<file path="config.mk">
export PLATFORM = sky130hd
export DESIGN_NAME = bus_activity_monitor
export DESIGN_NICKNAME = d
export VERILOG_FILES = /design/src/rtl/bus_activity_monitor_pkg.sv /design/src/rtl/bus_activity_monitor_watchdog.sv /design/src/rtl/bus_activity_monitor.sv
export SDC_FILE = /design/constraint.sdc
export NUM_CORES = 1
export LEC_CHECK = 0
export BUFFER_PORTS_ARGS = -buffer_cell sky130_fd_sc_hd__buf_2
export CORE_MARGIN = 8
export CORE_UTILIZATION = 35
export DETAILED_ROUTE_END_ITERATION = 6
export GPL_TIMING_DRIVEN = 0
export HOLD_SLACK_MARGIN = 0.1
export PLACE_DENSITY = 0.59
export SYNTH_ARGS = -nofsm -noshare
export SYNTH_HDL_FRONTEND = slang
export SYNTH_SLANG_ARGS = --single-unit
</file>
<file path="constraint.sdc">
create_clock -name clock -period 1.9 [get_ports clock]
set_input_delay 0.19 -clock clock [delete_from_list [all_inputs] [get_ports clock]]
set_output_delay 0.19 -clock clock [all_outputs]
set_load 0.01 [all_outputs]
</file>
<file path="src/rtl/bus_activity_monitor_pkg.sv">
// Shared definitions for the bus activity monitor: FSM encoding and
// errorFlags bit positions.
package bus_activity_monitor_pkg;

  typedef enum logic [1:0] {
    ST_IDLE    = 2'd0,
    ST_ACTIVE  = 2'd1,
    ST_TIMEOUT = 2'd2
  } state_t;

  localparam int unsigned ERR_BUS      = 0;
  localparam int unsigned ERR_TIMEOUT  = 1;
  localparam int unsigned ERR_PROTOCOL = 2;

  localparam int unsigned WD_WIDTH = 16;

endpackage

</file>
<file path="src/rtl/bus_activity_monitor_watchdog.sv">
// Watchdog for an active bus transaction: counts enabled cycles and flags
// expiry when the count reaches TIMEOUT_CYCLES-1.
module watchdog_timer
  import bus_activity_monitor_pkg::*;
#(
  parameter int unsigned TIMEOUT_CYCLES = 1024
) (
  input  logic clock,
  input  logic reset,
  input  logic clear,
  input  logic enable,
  output logic expire
);

  localparam logic [WD_WIDTH-1:0] LIMIT = WD_WIDTH'(TIMEOUT_CYCLES - 1);

  logic [WD_WIDTH-1:0] count_r;

  // Cycle counter; a clear (transaction start) wins over counting.
  always_ff @(posedge clock or negedge reset) begin
    if (!reset) begin
      count_r <= '0;
    end else if (clear) begin
      count_r <= '0;
    end else if (enable) begin
      count_r <= count_r + 16'd1;
    end else begin
      count_r <= count_r;
    end
  end

  assign expire = enable && (count_r == LIMIT);

endmodule

</file>
<file path="src/rtl/bus_activity_monitor.sv">
// Bus activity monitor: classifies each cycle as idle/transfer/wait, counts
// completed transactions and keeps sticky error flags.
module bus_activity_monitor
  import bus_activity_monitor_pkg::*;
#(
  parameter int unsigned TIMEOUT_CYCLES = 1024,
  parameter int unsigned COUNT_WIDTH    = 16
) (
  input  logic                   clock,
  input  logic                   reset,
  input  logic                   beginTransactionIn,
  input  logic                   endTransactionIn,
  input  logic                   dataValidIn,
  input  logic                   busErrorIn,
  input  logic                   clearErrors,
  output logic                   busIdle,
  output logic                   busTransfer,
  output logic                   busWait,
  output logic [COUNT_WIDTH-1:0] transactionCount,
  output logic [2:0]             errorFlags
);

  state_t                 state_r;
  state_t                 state_next_s;
  logic [2:0]             flag_set_s;
  logic                   count_inc_s;
  logic                   wd_clear_s;
  logic                   wd_enable_s;
  logic                   wd_expire_s;
  logic [2:0]             error_flags_r;
  logic [COUNT_WIDTH-1:0] transaction_count_r;

  watchdog_timer #(
    .TIMEOUT_CYCLES(TIMEOUT_CYCLES)
  ) u_watchdog (
    .clock (clock),
    .reset (reset),
    .clear (wd_clear_s),
    .enable(wd_enable_s),
    .expire(wd_expire_s)
  );

  assign wd_enable_s = (state_r == ST_ACTIVE);

  // Next-state, flag-set and count-increment decode.
  always_comb begin
    state_next_s = state_r;
    flag_set_s   = 3'b000;
    count_inc_s  = 1'b0;
    wd_clear_s   = 1'b0;
    case (state_r)
      ST_IDLE: begin
        if (endTransactionIn) begin
          flag_set_s[ERR_PROTOCOL] = 1'b1;
        end else begin
          flag_set_s[ERR_PROTOCOL] = 1'b0;
        end
        if (beginTransactionIn) begin
          state_next_s = ST_ACTIVE;
          wd_clear_s   = 1'b1;
        end else begin
          state_next_s = ST_IDLE;
        end
      end
      ST_ACTIVE: begin
        // An error aborts even when end or begin arrive in the same cycle.
        if (busErrorIn) begin
          state_next_s         = ST_IDLE;
          flag_set_s[ERR_BUS]  = 1'b1;
        end else if (endTransactionIn) begin
          count_inc_s = 1'b1;
          if (beginTransactionIn) begin
            state_next_s = ST_ACTIVE;
            wd_clear_s   = 1'b1;
          end else begin
            state_next_s = ST_IDLE;
          end
        end else begin
          flag_set_s[ERR_PROTOCOL] = beginTransactionIn;
          if (wd_expire_s) begin
            state_next_s            = ST_TIMEOUT;
            flag_set_s[ERR_TIMEOUT] = 1'b1;
          end else begin
            state_next_s = ST_ACTIVE;
          end
        end
      end
      ST_TIMEOUT: begin
        state_next_s             = ST_IDLE;
        flag_set_s[ERR_PROTOCOL] = beginTransactionIn;
      end
      default: begin
        state_next_s = ST_IDLE;
      end
    endcase
  end

  // FSM state register.
  always_ff @(posedge clock or negedge reset) begin
    if (!reset) begin
      state_r <= ST_IDLE;
    end else begin
      state_r <= state_next_s;
    end
  end

  // Sticky flags and completed-transaction count; clearErrors dominates.
  always_ff @(posedge clock or negedge reset) begin
    if (!reset) begin
      error_flags_r       <= 3'b000;
      transaction_count_r <= '0;
    end else if (clearErrors) begin
      error_flags_r       <= 3'b000;
      transaction_count_r <= '0;
    end else begin
      error_flags_r <= error_flags_r | flag_set_s;
      if (count_inc_s) begin
        transaction_count_r <= transaction_count_r + COUNT_WIDTH'(1);
      end else begin
        transaction_count_r <= transaction_count_r;
      end
    end
  end

  assign busIdle          = (state_r == ST_IDLE) && !beginTransactionIn;
  assign busTransfer      = dataValidIn && (state_r == ST_ACTIVE);
  assign busWait          = !dataValidIn && (state_r == ST_ACTIVE);
  assign transactionCount = transaction_count_r;
  assign errorFlags       = error_flags_r;

endmodule

</file>
==> results.txt <==
Status -> finished clean
Die height -> 90.0 um
RSZ-0062 raised after global routing -> no
Die ar. -> 8100 um2
DR pass1 iterations -> 4
Port bufs -> 27
Post-Synth XOR/XNOR Area -> 8.23%
ANT nets after route -> 0
Placer Congestion -> 0.739
Type of the worst min-delay path -> input port to flip-flop
CP bufs+invs -> 1
Initial antenna violation count -> 0
FF-to-FF path depth -> 5
Ratio of cells with drive above 1 in the final layout -> 20.9%
Synth area leaders -> dfrtp_1, xor2_1, nor2_1, nand2_1, and4_1
Ys async rst share -> 100%
Skew-Pair Late Insertion Delay -> 290 ps
Dominant delay contributor by cell family on the critical path -> simple AND/OR/NAND/NOR gates
Multiplexer area fraction after synthesis -> 0.523%
Die width -> 90.0 um
Mapped Cells -> 199
Vias -> 1,551
Nets -> 243
Mapped cell area -> 1920 um2
Final hold slack -> 186 ps
First-pass GRT wire length -> 7170 um
Worst hold path stage count -> 3
Leading area contributor after synthesis -> dfrtp_1
CTS Buf Count -> 5
Leakage -> 1.05 nW
Worst r2r src -> state_r[1]
Fin crit period -> 1770 ps
Fmax -> 564 MHz
Hold Violations, Final -> 0
Reg2reg setup slack -> 130 ps
Setup CP Type -> flip-flop to flip-flop
Slowest CP cell -> dfrtp_1
GR Overflow Total -> 0
Total negative setup slack -> 0 ps
WL final -> 4220 um
Final slew viol count -> 0
Postcts setup bufs -> 0
Syn nets -> 208
Pin count of the biggest net entering global routing -> 38
Vias per Instance -> 5.05
Vias in the first global route -> 1,478
H-tree level count -> 2
Post-synth top flop -> dfrtp_1
Max_cap viols -> 0
Yosys reg bits -> 37
Post-Syn Area per Cell -> 9.63 um2
Layout area overhead -> 18.7%
Worst hold start -> busErrorIn
Core ar. -> 5410 um2
Max_slew headroom -> 44.0%
Crit path max fanout -> 10
Max Root-Sink Buffers -> 2
Reg-to-Reg End -> transactionCount[11]
Remaining DRCs -> 0
Final worst clock skew -> 5.96 ps
Simple-gate area share of the yosys netlist -> 27.5%
Largest family of logic cells by synthesized area -> simple AND/OR/NAND/NOR gates
Register area share after synthesis -> 48.3%
I/O pin count -> 29
FP Rows -> 27
Synth Area in Compound Gates -> 11.2%
CTS Sinks -> 37
Startpoint types -> flip-flop
Post-DP HPWL -> 3030 um
Worst path cell trace -> buf_2 > and4bb_2 > nand4_1 > or3_1 > a21oi_1
Root Buffer -> clkbuf_8
Post-synthesis cell type count -> 38
Post-synth top area share -> 48.3%
Worst hold endpoint -> errorFlags[0]
Period utilisation layout -> 93.4%
Initial Util -> 35.4%
Max incr delay on CP -> 390 ps
DRT iter0 DRCs -> 57
Drt wl/cell -> 13.7 um
Critical Path RT -> 2120 ps
Gr usage total -> 10.7%
Antenna cells -> 0
Yosys warnings -> 0
Worst Setup End Kind -> flip-flop
Post-synth EDFFs -> 0
VDD IR max -> 0.415 mV
Worst slew pin tran -> 840 ps
CTS tree -> done
Crit path arrival time -> 1990 ps
Overall power -> 1.72 mW
CTS clk-pin slew, worst paths -> 70 ps
PwrDens -> 758 nW/um2
Final setup vio count -> 0
Adder-cell share of the synthesized area -> 1.31%
-- repair_timing --
action,in CTS,in global routing
setup endpoints to repair,10,3
hold buffers,1,0
gates resized for setup,1,2
endpoints found under the hold margin,37,0
-- cell usage after synthesis, types with 2 or more instances --
master / n
nor4_1: 3
o21ai_0: 10
o31ai_1: 3
and2_1: 4
ha_1: 2
nor2b_1: 2
nor3_1: 3
clkbuf_1: 3
or3_1: 8
nand4_1: 8
a21oi_1: 12
and3_1: 2
xor2_1: 14
o21ba_2: 2
inv_1: 3
or4_1: 2
and4_1: 7
nand2_1: 18
nand2b_1: 2
buf_2: 3
xnor2_1: 4
nor2_1: 24
dfrtp_1: 37
nand3_1: 9
-- power by group --
group | switching [mW] | internal (mW)
registers | 0.0288 | 0.819
clock network | 0.283 | 0.428
logic | 0.105 | 0.0601
-- cell families (layout without fill, tap and decap cells) --
kind of cell,Yosys count,count (layout)
AOI/OAI and AO/OA,34,34
xor gates and xnor gates,18,18
adders and majority gates,2,2
buffers and inverters,11,47
DFF,37,37
muxes,1,1
and+or+nand+nor,96,96
-- per-layer routing --
layer  GRT usage, %  routed length (um)  vias up
met2           16.0                1860       24
met3           3.49                 185        8
li1               -                   -      777
met1           13.5                2090      742
met4           5.41                  87        0
met5              0                   0        -
-- registers in the layout (all words and copies together), names as in the netlist --
register,count
transactionCount,16
u_watchdog.count_r,16
errorFlags,3
state_r,2
-- area by class of cell --
class | count | area (um2)
Multi-Input combinational cell | 151 | 938
Fill cell | 552 | 3130
Clock inverter | 1 | 30.0
Clock buffer | 7 | 86.3
Sequential cell | 37 | 926
Timing Repair Buffer | 28 | 145
Inverter | 3 | 11.3
Buffer | 8 | 46.3
Tap cell | 72 | 90.1
-- metrics by stage --
step	util, %	area, um2	worst slack, ps	instances
floorplan	-	1920	303	199
global placement	39.6	2140	-17.8	298
detailed placement	39.6	2140	-72.2	298
CTS	42.0	2270	117	307
global route	42.1	2270	13.6	307
finish	42.1	2270	126	307
-- placed cells by master, fill, tap and decap left out, types with 2 or more instances in the layout --
| cell type | n |
|---|---|
| dfrtp_1 | 37 |
| buf_2 | 30 |
| nor2_1 | 24 |
| nand2_1 | 18 |
| xor2_1 | 14 |
| a21oi_1 | 12 |
| o21ai_0 | 10 |
| nand3_1 | 9 |
| nand4_1 | 8 |
| or3_1 | 8 |
| and4_1 | 7 |
| clkbuf_8 | 6 |
| and2_1 | 4 |
| xnor2_1 | 4 |
| nor4_1 | 3 |
| clkbuf_1 | 3 |
| nor3_1 | 3 |
| o31ai_1 | 3 |
| inv_1 | 3 |
| nand2b_1 | 2 |
| o21ba_2 | 2 |
| nor2b_1 | 2 |
| and3_1 | 2 |
| or4_1 | 2 |
| ha_1 | 2 |
-- worst min-delay path, delay by kind of cell --
family | cells | cell delay, ps
AND/OR/NAND/NOR | 1 | 70
buffers and inverters | 1 | 120
AO/OA/AOI/OAI | 1 | 60
-- worst max path at each step --
stage / slack [ps] / startpoint / depth (start not counted) / endpoint
floorplan: 300 / state_r[1] / 5 / u_watchdog.count_r[15]
finish: 130 / state_r[1] / 5 / transactionCount[11]
global placement: -20 / state_r[1] / 4 / u_watchdog.count_r[2]
global route: 10 / state_r[1] / 5 / transactionCount[11]
detailed placement: -70 / state_r[0] / 4 / u_watchdog.count_r[2]
CTS: 120 / state_r[1] / 5 / transactionCount[11]
No activity file was read; power rests on OpenSTA's default activity.
